`src/rtl/pr_hrav_dispatcher_pkg.sv`:
```
// Package: pr_hrav_dispatcher_pkg
// Purpose: definitions shared by the dispatcher read-side scheduler and the FIFO top.
//   - Default descriptor width and engine count.
//   - FSM state encoding used by the scheduler.
// Optional statistics counters in the scheduler are enabled by the macro
// PR_HRAV_DISPATCHER_STATS_EN.
package pr_hrav_dispatcher_pkg;

    localparam int unsigned DefDataSize = 305;
    localparam int unsigned DefNumEng   = 4;

    localparam int unsigned StateW = 3;

    localparam logic [StateW-1:0] StIdle   = 3'd0;
    localparam logic [StateW-1:0] StSettle = 3'd1;
    localparam logic [StateW-1:0] StPop    = 3'd2;
    localparam logic [StateW-1:0] StArb    = 3'd3;
    localparam logic [StateW-1:0] StIssue  = 3'd4;

endpackage

```
`src/rtl/pr_hrav_dispatcher_rr_arb.sv`:
```
// Module: pr_hrav_dispatcher_rr_arb
// Purpose: combinational round-robin pick. Searches elig starting at the engine
//   after last_grant and wrapping, and returns the first eligible engine.
// Ports:
//   elig_i       eligible engines (ready & mask)
//   last_grant_i index of the most recently granted engine
//   grant_o      one-hot grant (zero when nothing is eligible)
//   grant_idx_o  index of the granted engine
//   any_o        at least one engine is eligible
module pr_hrav_dispatcher_rr_arb
    import pr_hrav_dispatcher_pkg::*;
#(
    parameter int unsigned NUM_ENG = DefNumEng,
    localparam int unsigned IdxW   = $clog2(NUM_ENG)
) (
    input  logic [NUM_ENG-1:0] elig_i,
    input  logic [IdxW-1:0]    last_grant_i,
    output logic [NUM_ENG-1:0] grant_o,
    output logic [IdxW-1:0]    grant_idx_o,
    output logic               any_o
);

    logic [IdxW-1:0] cand;
    logic            found;

    always_comb begin
        grant_o     = '0;
        grant_idx_o = '0;
        found       = 1'b0;
        cand        = '0;
        // Offsets 1..NUM_ENG visit every engine once, ending on last_grant itself.
        for (int unsigned off = 1; off <= NUM_ENG; off++) begin
            cand = IdxW'((32'(last_grant_i) + off) % NUM_ENG);
            if (!found && elig_i[cand]) begin
                found         = 1'b1;
                grant_o[cand] = 1'b1;
                grant_idx_o   = cand;
            end
        end
        any_o = found;
    end

endmodule

```
`src/rtl/pr_hrav_dispatcher_sched.sv`:
```
// Module: pr_hrav_dispatcher_sched
// Purpose: read-side scheduler for the dispatcher async FIFO (rclk domain).
//   Waits for a descriptor, lets the FIFO RAM read settle, pops it, then hands
//   it to one engine chosen round-robin among ready & enabled engines. One
//   descriptor is in flight at a time.
// Ports:
//   rclk, rrst_n   read clock, async active-low reset
//   fifo_rdata_i   FIFO read data
//   fifo_rempty_i  FIFO empty flag
//   fifo_rinc_o    pop strobe, one cycle per descriptor
//   enable_i       allows new descriptors to be started
//   eng_mask_i     per-engine enable
//   eng_ready_i    per-engine ready
//   eng_valid_o    one-hot valid to the engines
//   eng_data_o     descriptor to the engines, stable while valid
//   busy_o         scheduler not idle
//   disp_count_o   completed handshakes (saturating)
//   stall_count_o  arbitration cycles with no eligible engine (saturating)
// Configuration: define PR_HRAV_DISPATCHER_STATS_EN to build the counters;
//   otherwise both counter ports are tied to zero.
module pr_hrav_dispatcher_sched
    import pr_hrav_dispatcher_pkg::*;
#(
    parameter int unsigned DATA_SIZE = DefDataSize,
    parameter int unsigned NUM_ENG   = DefNumEng,
    parameter int unsigned RD_LAT    = 1,
    parameter int unsigned CNT_W     = 32
) (
    input  logic                 rclk,
    input  logic                 rrst_n,
    input  logic [DATA_SIZE-1:0] fifo_rdata_i,
    input  logic                 fifo_rempty_i,
    output logic                 fifo_rinc_o,
    input  logic                 enable_i,
    input  logic [NUM_ENG-1:0]   eng_mask_i,
    input  logic [NUM_ENG-1:0]   eng_ready_i,
    output logic [NUM_ENG-1:0]   eng_valid_o,
    output logic [DATA_SIZE-1:0] eng_data_o,
    output logic                 busy_o,
    output logic [CNT_W-1:0]     disp_count_o,
    output logic [CNT_W-1:0]     stall_count_o
);

    localparam int unsigned IdxW = $clog2(NUM_ENG);

    logic [StateW-1:0]    state_q, state_d;
    logic [1:0]           settle_q, settle_d;
    logic [DATA_SIZE-1:0] hold_q, hold_d;
    logic [NUM_ENG-1:0]   valid_q, valid_d;
    logic [IdxW-1:0]      grant_idx_q, grant_idx_d;
    logic [IdxW-1:0]      last_grant_q, last_grant_d;

    logic [NUM_ENG-1:0]   arb_grant;
    logic [IdxW-1:0]      arb_idx;
    logic                 arb_any;
    logic                 handshake;

    pr_hrav_dispatcher_rr_arb #(
        .NUM_ENG (NUM_ENG)
    ) u_rr_arb (
        .elig_i       (eng_ready_i & eng_mask_i),
        .last_grant_i (last_grant_q),
        .grant_o      (arb_grant),
        .grant_idx_o  (arb_idx),
        .any_o        (arb_any)
    );

    assign handshake = (state_q == StIssue) && |(eng_ready_i & valid_q);

    always_comb begin
        state_d      = state_q;
        settle_d     = settle_q;
        hold_d       = hold_q;
        valid_d      = valid_q;
        grant_idx_d  = grant_idx_q;
        last_grant_d = last_grant_q;
        case (state_q)
            StIdle: begin
                if (enable_i && !fifo_rempty_i) begin
                    state_d  = StSettle;
                    settle_d = 2'(RD_LAT - 1);
                end
            end
            StSettle: begin
                if (settle_q == 2'd0) state_d = StPop;
                else                  settle_d = settle_q - 2'd1;
            end
            StPop: begin
                hold_d  = fifo_rdata_i;
                state_d = StArb;
            end
            StArb: begin
                // Grant is committed here; later mask/ready changes cannot move it.
                if (arb_any) begin
                    valid_d     = arb_grant;
                    grant_idx_d = arb_idx;
                    state_d     = StIssue;
                end
            end
            StIssue: begin
                if (handshake) begin
                    last_grant_d = grant_idx_q;
                    valid_d      = '0;
                    state_d      = StIdle;
                end
            end
            default: begin
                valid_d = '0;
                state_d = StIdle;
            end
        endcase
    end

    always_ff @(posedge rclk or negedge rrst_n) begin
        if (!rrst_n) begin
            state_q      <= StIdle;
            settle_q     <= '0;
            hold_q       <= '0;
            valid_q      <= '0;
            grant_idx_q  <= '0;
            last_grant_q <= IdxW'(NUM_ENG - 1);
        end else begin
            state_q      <= state_d;
            settle_q     <= settle_d;
            hold_q       <= hold_d;
            valid_q      <= valid_d;
            grant_idx_q  <= grant_idx_d;
            last_grant_q <= last_grant_d;
        end
    end

    assign fifo_rinc_o = (state_q == StPop);
    assign busy_o      = (state_q != StIdle);
    assign eng_valid_o = valid_q;
    assign eng_data_o  = hold_q;

`ifdef PR_HRAV_DISPATCHER_STATS_EN
    logic [CNT_W-1:0] disp_q, stall_q;
    logic             stall;

    assign stall = (state_q == StArb) && !arb_any;

    always_ff @(posedge rclk or negedge rrst_n) begin
        if (!rrst_n) begin
            disp_q  <= '0;
            stall_q <= '0;
        end else begin
            if (handshake && (disp_q != '1)) disp_q <= disp_q + CNT_W'(1);
            if (stall && (stall_q != '1))    stall_q <= stall_q + CNT_W'(1);
        end
    end

    assign disp_count_o  = disp_q;
    assign stall_count_o = stall_q;
`else
    assign disp_count_o  = '0;
    assign stall_count_o = '0;
`endif

endmodule
```
`config.mk`:
```
export PLATFORM = sky130hd
export DESIGN_NAME = pr_hrav_dispatcher_sched
export DESIGN_NICKNAME = d
export VERILOG_FILES = /design/src/rtl/pr_hrav_dispatcher_pkg.sv /design/src/rtl/pr_hrav_dispatcher_rr_arb.sv /design/src/rtl/pr_hrav_dispatcher_sched.sv
export SDC_FILE = /design/constraint.sdc
export NUM_CORES = 1
export LEC_CHECK = 0
export BUFFER_PORTS_ARGS = -buffer_cell sky130_fd_sc_hd__buf_2
export CAP_MARGIN = 40
export CORE_AREA = 2 2 268 270
export CTS_CLUSTER_SIZE = 12
export DETAILED_ROUTE_END_ITERATION = 8
export DIE_AREA = 0 0 270 272
export SKIP_CTS_REPAIR_TIMING = 1
export SLEW_MARGIN = 0
export SYNTH_ARGS = -nofsm -noshare
export SYNTH_HDL_FRONTEND = slang
export SYNTH_SLANG_ARGS = --single-unit
```
`constraint.sdc`:
```
create_clock -name rclk -period 4 [get_ports rclk]
set_input_delay 0.8 -clock rclk [delete_from_list [all_inputs] [get_ports rclk]]
set_output_delay 0.8 -clock rclk [all_outputs]
set_load 0.03 [all_outputs]
```
# Word level (Yosys, flattened, before mapping)
# Index checks and enable logic that the tools add are counted.
dict set report op_classes {
  muxes 39
  n_lt_le_gt_ge 8
  addsub 5
  n_eq_ne 9
  n_reduce_logical 24
  bitwise 6
}
# operator n
set op_table {}
lappend op_table {{$mux 4} 6}
lappend op_table {{$pmux 3 s5} 1}
lappend op_table {{$lt 2x3->1 const B} 4}
lappend op_table {{$mux 1} 12}
lappend op_table {{$mux 2} 6}
lappend op_table {{$mux 3} 4}
lappend op_table {{$or 4x4->4} 3}
lappend op_table {{$pmux 4 s3} 1}
lappend op_table {{$ne 2x2->1 const B} 5}
lappend op_table {{$logic_and 1x1->1} 9}
lappend op_table {{$and 4x4->4} 2}
lappend op_table {{$bmux 1 s2} 4}
lappend op_table {{$demux 1 s2} 4}
lappend op_table {{$ge 2x1->1 const B} 4}
lappend op_table {{$eq 3x2->1 const B} 2}
lappend op_table {{$reduce_and 3->1} 2}
lappend op_table {{$add 2x1->2 const B} 2}
lappend op_table {{$add 2x2->2 const B} 2}
lappend op_table {{$logic_not 1->1} 4}
lappend op_table {{$pmux 2 s2} 1}
lappend op_table {{$reduce_and 2->1} 2}
lappend op_table {{$reduce_and 4->1} 1}
lappend op_table {{$reduce_or 4->1} 1}
lappend op_table {{$eq 3x1->1 const B} 1}
lappend op_table {{8 further kinds} 8}
dict set report totals {
  in_bits 317
  wordCells 97
  output_inout_bits 375
  regBits 318
}

# Logic depth before layout (Yosys ltp)
# Gate-level depths: netlist of run 1.
dict set report depth {
  ltp_word 15
  ltp_mapped 8
  mapped_depth_nobuf 7
}

# Modules after synthesis
# Synthesis of run 1 repeated with hierarchy kept, for this count alone.
dict set report hier_totals {
  hier_cells 862
  hier_area_um2 13235.2
}
# module seq_area_each_um2 area_each_um2 instances cells_each
set modules_own_cells {}
lappend modules_own_cells {pr_hrav_dispatcher_sched 7960.1 12605.8 1 776}
lappend modules_own_cells {pr_hrav_dispatcher_rr_arb 0.0 629.4 1 86}

# Least setup slack after synthesis of run 1
# No wires, ideal clock.
dict set report synth_timing {
  path_type {register to register}
  from {register last_grant_q[0]}
  to {register grant_idx_q[0]}
  setup_time_ns 0.064
  required_ns 3.936
  synth_period_minus_slack_ns 2.257
  path_buffers 1
  stages_incl_launch_ff 9
  arrival_time_ns 2.193
  setup_slack_ns 1.743
  cell_sequence {dfstp_2 buf_4 inv_1 ha_1 or3_1 nand3_1 o311ai_4 a221oi_2 a21o_1}
}
dict set report synth_between {
  elab_chain_cells 14
  word_cells_on_any_way 27
  classes_between {add/sub: 4; mux: 16; reduce/logical: 7}
}
# element line_no
set synth_lines {}
lappend synth_lines {{start: declaration} pr_hrav_dispatcher_sched.sv:51} ;# logic [IdxW-1:0] last_grant_q, last_grant_d;
lappend synth_lines {{start signal: assignment} pr_hrav_dispatcher_sched.sv:121} ;# last_grant_q <= IdxW'(NUM_ENG - 1);
lappend synth_lines {{start signal: assignment} pr_hrav_dispatcher_sched.sv:128} ;# last_grant_q <= last_grant_d;
lappend synth_lines {{$add 2x1->2} pr_hrav_dispatcher_rr_arb.sv:33} ;# cand = IdxW'((32'(last_grant_i) + off) % NUM_ENG);
lappend synth_lines {{$bmux 1 s2} pr_hrav_dispatcher_rr_arb.sv:34} ;# if (!found && elig_i[cand]) begin
lappend synth_lines {{$mux 1 (implied by the code)} pr_hrav_dispatcher_rr_arb.sv:34}
lappend synth_lines {{$mux 1} pr_hrav_dispatcher_rr_arb.sv:34}
lappend synth_lines {{$logic_not 1->1} pr_hrav_dispatcher_rr_arb.sv:34}
lappend synth_lines {{$logic_and 1x1->1} pr_hrav_dispatcher_rr_arb.sv:34}
lappend synth_lines {{$mux 1} pr_hrav_dispatcher_rr_arb.sv:34}
lappend synth_lines {{$logic_not 1->1} pr_hrav_dispatcher_rr_arb.sv:34}
lappend synth_lines {{$logic_and 1x1->1} pr_hrav_dispatcher_rr_arb.sv:34}
lappend synth_lines {{$mux 1} pr_hrav_dispatcher_rr_arb.sv:34}
lappend synth_lines {{$logic_not 1->1} pr_hrav_dispatcher_rr_arb.sv:34}
lappend synth_lines {{$logic_and 1x1->1} pr_hrav_dispatcher_rr_arb.sv:34}
lappend synth_lines {{$mux 1} pr_hrav_dispatcher_rr_arb.sv:34}
lappend synth_lines {{$reduce_and 2->1 (no line)} n/a}
lappend synth_lines {{end signal: assignment} pr_hrav_dispatcher_sched.sv:127} ;# grant_idx_q <= grant_idx_d;
lappend synth_lines {{end: declaration} pr_hrav_dispatcher_sched.sv:50} ;# logic [IdxW-1:0] grant_idx_q, grant_idx_d;
# Several ways; a longest one is shown, not always the timed one. The select of a mux whose other input is x is not followed.
# A chain may end at the register's enable or synchronous reset.

# Worst setup path in the final report of run 1
dict set report layout_timing {
  from {register state_q[0]}
  to {output port fifo_rinc_o}
}
dict set report layout_between {
  elab_chain_cells 1
}
# element line_no
set layout_lines {}
lappend layout_lines {{start: declaration} pr_hrav_dispatcher_sched.sv:46} ;# logic [StateW-1:0] state_q, state_d;
lappend layout_lines {{start signal: assignment} pr_hrav_dispatcher_sched.sv:116} ;# state_q <= StIdle;
lappend layout_lines {{start signal: assignment} pr_hrav_dispatcher_sched.sv:123} ;# state_q <= state_d;
lappend layout_lines {{$eq 3x2->1} pr_hrav_dispatcher_sched.sv:132} ;# assign fifo_rinc_o = (state_q == StPop);
lappend layout_lines {{end: declaration} pr_hrav_dispatcher_sched.sv:33} ;# output logic fifo_rinc_o,
# Every way passes these cells.

==> results.md, run 1 <==
- Setup_tns: 0 ps
- Worst VDD drop: 0.507 mV
- Clock buffer count from CTS: 38
- Gate Count Post-Synth: 833
- Pin count of the biggest net entering global routing: 140
- Outcome: completed
- Mapped Area: 12800 um^2
- CTS tree: built
- Arrival @ worst endpoint: 2130 ps
- Final hold vios: 0
- Max-cap violations: 0
- DR iter-0 viols: 283
- Count of pins over their slew limit: 0
- Final Power: 18000 uW
- Core area: 70800 um^2
- Root buf cell: clkbuf_16
- Die W: 270 um
- Synth Register Bits: 318
- Remaining antenna violation count: 0
- Met3 GRT Util: 2.51%
- I/O pin count: 692
- Post-DP HPWL: 27.8 mm
- Vias per inst: 3.66
- Predominant post-synthesis flop cell: dfrtp_1
- Crit Path Category: register to primary output
- Worst-path fanout max: 60
- Clock Latency Late Sink: 530 ps
- Minimum clock period: 2930 ps
- FMAX: 341 MHz
- Vias: 8964
- CTS H-tree lvls: 2
- GRT overflow: 0
- Pwr dens: 998 nW/um^2
- Die area: 73400 um^2
- Register share of total power: 32.5%
- Leakage: 0.00855 uW
- Hold crit path type: input port to async pin
- Ant diodes: 0
- Synth warn: 0
- Clk pwr share: 18.2%
- Seq/Total Area, Yosys: 62.1%
- Synth top area cells: dfrtp_1 (62%), mux2_2 (27%), buf_4 (3.9%), buf_2 (1.3%), ha_1 (0.88%)
- Syn avg cell area: 15.4 um^2
- Initial antenna violation count: 2
- Layout cells sized above 1: 67.5%
- Area leader, netlist: dfrtp_1
- Async set or reset register ratio after synthesis: 100%
- Remaining DRCs: 0
- Initial core utilization: 18.1%
- Crit. End Element: primary output
- Internal Dissipation: 10200 uW
- R2R setup slack: 1470 ps
- GRT met1 Usage: 10.2%
- Routed wire per std cell: 14.8 um
- EDFF count, synth: 0
- GR Util met2: 17.0%
- First-pass GRT wire length: 54.7 mm
- Fraction of power consumed by combinational cells: 49.3%
- Gr busiest metal: met2
- First-pass DRT Iterations: 4
- Yosys cell types: 37
- Tightest Pin Transition: 963 ps
- Post-synth top area share: 61.7%
- Clock skew: 13.3 ps
- Max clock buf depth: 3
- Row count: 98
- Final worst-path cycle share: 73.4%
- Clock Pin Slew Worst Setup and Hold Paths: 60 ps
- Worst Setup Start Kind: register
- Sw Ratio: 43.6%
- Final layout net count: 1800
- Most frequent cells after synthesis: dfrtp_1 (316), mux2_2 (305), buf_4 (66)
- CTS sink count: 318
- GPL Wtd Cong: 0.895
- Worst slew margin: 35.8%
- Most frequent cell after synthesis: dfrtp_1
- All-Layer GR Usage: 9.34%
- WL final: 36.3 mm
- Vias in the first global route: 9539
- Switch Pwr: 7850 uW
- Layout area overhead: 40.8%
- Port bufs: 627
- Worst Path Required: 3200 ps
- Final number of setup-violating endpoints: 0
- Unrepaired setup endpoints after global routing: false
- Die height: 272 um
logic make-up (layout without fill, tap and decap cells):
group | count (synthesis) | count (layout) | synth area share [%]
buffers and inverters | 112 | 713 | 5.55
flip-flops | 318 | 318 | 62.1
AO/OA/AOI/OAI | 39 | 39 | 2.29
AND/OR/NAND/NOR | 47 | 47 | 1.96
other | 1 | 64 | 0.0293
multiplexers | 307 | 307 | 27.2
adder cells (fa/ha/maj) | 9 | 9 | 0.879
power by group through the flow:
stage	Sequential, uW	Clock, uW	Combinational [uW]
2_1_floorplan	8970	0	3170
3_3_place_gp	5830	0	8810
3_5_place_dp	5890	0	8970
4_1_cts	5870	3410	8980
5_1_grt	6080	3550	9330
6_report	5840	3270	8880
per-stage QoR:
step                      instance area, um^2  setup WS [ps]  util (%)  hold slack [ps]  cells
after floorplan                         13000           1740         -              449    896
after global placement                  16900           1580      23.8              471   2384
after detailed placement                16900           1520      23.8              484   2384
after CTS                               18000           1020      25.5              314   2447
after global routing                    18000            940      25.5              351   2447
final                                   18000           1070      25.5              310   2447
per-layer routing:
layer / routed length [um] / share of wire (%)
met2: 19000 / 52
met1: 13500 / 37
met4: 1250 / 3.4
met5: 20 / 0.055
met3: 2560 / 7.0
state kept, by name (all words and copies together), names as in the netlist:
name / cells
last_grant_q: 2
eng_valid_o: 4
eng_data_o: 305
state_q: 3
settle_q: 2
grant_idx_q: 2
layout by cell type, fill, tap and decap left out, types with 3 or more instances in the layout:
cell       netlist  final
o221ai_1         4      4
nor3_1           6      6
conb_1           1     64
inv_1           11     11
clkbuf_1         1     11
a22o_1           6      6
and2_4           4      4
buf_12           0      5
a22oi_1          6      6
clkinv_2         0      3
clkbuf_16        0     39
o21ai_0         10     10
nand3_1          3      3
nand2b_1         3      3
buf_2           34    626
nor2_1           5      5
buf_4           66      7
nand2_1         16     16
a21oi_1          5      5
ha_1             9      9
clkbuf_8         0      5
dfrtp_1        316    316
mux2_2         305    305
layout make-up:
type / count / area (um^2)
Tap cell: 950 / 1190
Fill cell: 7473 / 52700
Multi-Input combinational cell: 466 / 4380
Clock inverter: 8 / 77.6
Sequential cell: 318 / 7960
Timing Repair Buffer: 639 / 3300
Clock buffer: 55 / 1090
Inverter: 11 / 41.3
final timing paths:
check,to,depth (start not counted),startpoint
max,fifo_rinc_o,3,state_q[0]
min reg2reg,grant_idx_q[1],2,grant_idx_q[1]
max in group asynchronous,eng_data_o[116],2,rrst_n
min,eng_data_o[91],1,rrst_n
max reg2reg,eng_valid_o[0],6,last_grant_q[0]
min in group rclk,eng_data_o[161],2,fifo_rdata_i[161]
worst max-delay path, cell delays in order (launching register included):
cell and delay, ps:
dfrtp_1 490, nor3b_2 390, buf_12 340, buf_2 300
Power figures use the tool's default switching activity.
==> run 2, diff against run 1 <==
==> constraint.sdc (replaced) <==
create_clock -name rclk -period 2.8 [get_ports rclk]
set_input_delay 0.56 -clock rclk [delete_from_list [all_inputs] [get_ports rclk]]
set_output_delay 0.56 -clock rclk [all_outputs]
set_load 0.03 [all_outputs]
==> run 2 against run 1 <==
  * Global-route usage hardly changed
  * Die area unchanged
  * Cell count increased by 0.86%
  * Final area grew 1.9%
  * Setup slack got worse by 770 ps
  * Flip-flop and latch count unchanged
  * Critical path type unchanged
  * Critical endpoint unchanged
==> results.md, run 2 (synthesis gave the netlist of run 1 again) <==
- Worst-path fanout max: 25
- Root buf cell: clkbuf_16
- Max FFs per register: 305
- Vias: 9097
- Initial core utilization: 18.1%
- Worst VDD drop: 0.683 mV
- Die W: 270 um
- Pin count of the biggest net entering global routing: 62
- FMAX: 399 MHz
- I/O pin count: 692
- Post-DP HPWL: 28.2 mm
- Unrepaired setup endpoints after global routing: false
- Core area: 70800 um^2
- Commonest non-fill, non-tap cell in the layout: buf_2
- Routed wire per std cell: 14.8 um
- Clock Pin Slew Worst Setup and Hold Paths: 60 ps
- Final number of setup-violating endpoints: 0
- Die area: 73400 um^2
- Crit. End Element: primary output
- Layout cells sized above 1: 68.2%
- First-pass DRT Iterations: 4
- Critical Path Stages: 3
- Crit Path Category: register to primary output
- Leakage: 0.00875 uW
- Remaining DRCs: 0
- R2R setup slack: 300 ps
- Worst path cell trace: nor3b_2 > buf_12 > buf_2
- Clock buffer count from CTS: 39
- DR iter-0 viols: 262
- Pwr dens: 1440 nW/um^2
- Layout area overhead: 43.4%
- Slowest cell delay on critical path: 500 ps
- Vias per inst: 3.69
- Worst Path Required: 2240 ps
- Final Util: 26.0%
- GPL Wtd Cong: 0.926
- Clock skew: 10.8 ps
- Minimum clock period: 2510 ps
- Worst path top cell family by delay: flip-flops
- Clock Latency Late Sink: 540 ps
- CTS H-tree lvls: 2
- Hold crit path type: input port to register
- R2R cell count: 6
- Remaining antenna violation count: 0
- Reg2reg end: eng_valid_o[1]
- Tightest Pin Transition: 608 ps
- Max-cap violations: 0
- Worst Setup Start Kind: register
- CTS tree: built
- Setup_tns: 0 ps
- Port bufs: 627
- Outcome: completed
- Crit path capture: fifo_rinc_o
- GRT overflow: 0
- Vias in the first global route: 9673
- CTS sink count: 318
- Die height: 272 um
- First-pass GRT wire length: 55.0 mm
- Initial antenna violation count: 2
- All-Layer GR Usage: 9.37%
- Count of pins over their slew limit: 0
- Max clock buf depth: 3
- Worst Setup SP: state_q[0]
- Crit path buf inv count: 2
- Final hold vios: 0
- CP max stage cell: dfrtp_1
- Most frequent cells in the layout: buf_2 (626), dfrtp_1 (316), mux2_2 (305)
- Arrival @ worst endpoint: 1950 ps
- Final worst-path cycle share: 89.5%
- Final layout net count: 1815
- Row count: 98
- WL final: 36.4 mm
- Reg-to-reg startpoint: last_grant_q[0]
- Worst slew margin: 59.4%
## run 2: metrics by stage
step / area [um^2] / hold slack [ps] / setup WS (ps) / power, uW / cells
after floorplan: 13000 / 264 / 543 / 17300 / 896
after CTS: 18400 / -26.2 / 231 / 26900 / 2466
final: 18400 / 251 / 294 / 26500 / 2468
after detailed placement: 17000 / 471 / 332 / 21300 / 2397
after global placement: 17000 / 466 / 409 / 21000 / 2397
after global routing: 18400 / 207 / 167 / 27900 / 2468
## run 2: worst min path at each step
stage / from / to / cells past startpoint
CTS: rrst_n / eng_data_o[132] / 1
detailed placement: grant_idx_q[0] / grant_idx_q[0] / 1
finish: fifo_rdata_i[170] / eng_data_o[170] / 2
global route: fifo_rdata_i[164] / eng_data_o[164] / 2
floorplan: rrst_n / eng_data_o[0] / 0
global placement: grant_idx_q[0] / grant_idx_q[0] / 1
## run 2: report_power, final
group | switching [uW] | total (uW) | internal, uW | leakage, uW
logic | 7970 | 12800 | 4800 | 0.00432
registers | 1360 | 8360 | 7010 | 0.00375
clock network | 1940 | 5350 | 3400 | 0.000687
total | 11300 | 26500 | 15200 | 0.00875
## run 2: area by class of cell
type / count / area [um^2]
multi-input combinational: 466 / 4380
antenna: 1 / 2.50
timing repair buffer: 653 / 3420
clock inverter: 16 / 238
inverter: 11 / 41.3
tap: 950 / 1190
fill: 7441 / 52400
clock buffer: 53 / 1140
sequential: 318 / 7960
## run 2: per-layer routing
metal  global-route usage (%)  part of all wire (%)
met1                     10.5                    37
met2                     16.6                    52
met3                     2.67                   7.3
met4                     4.09                   3.4
met5                        0                 0.038
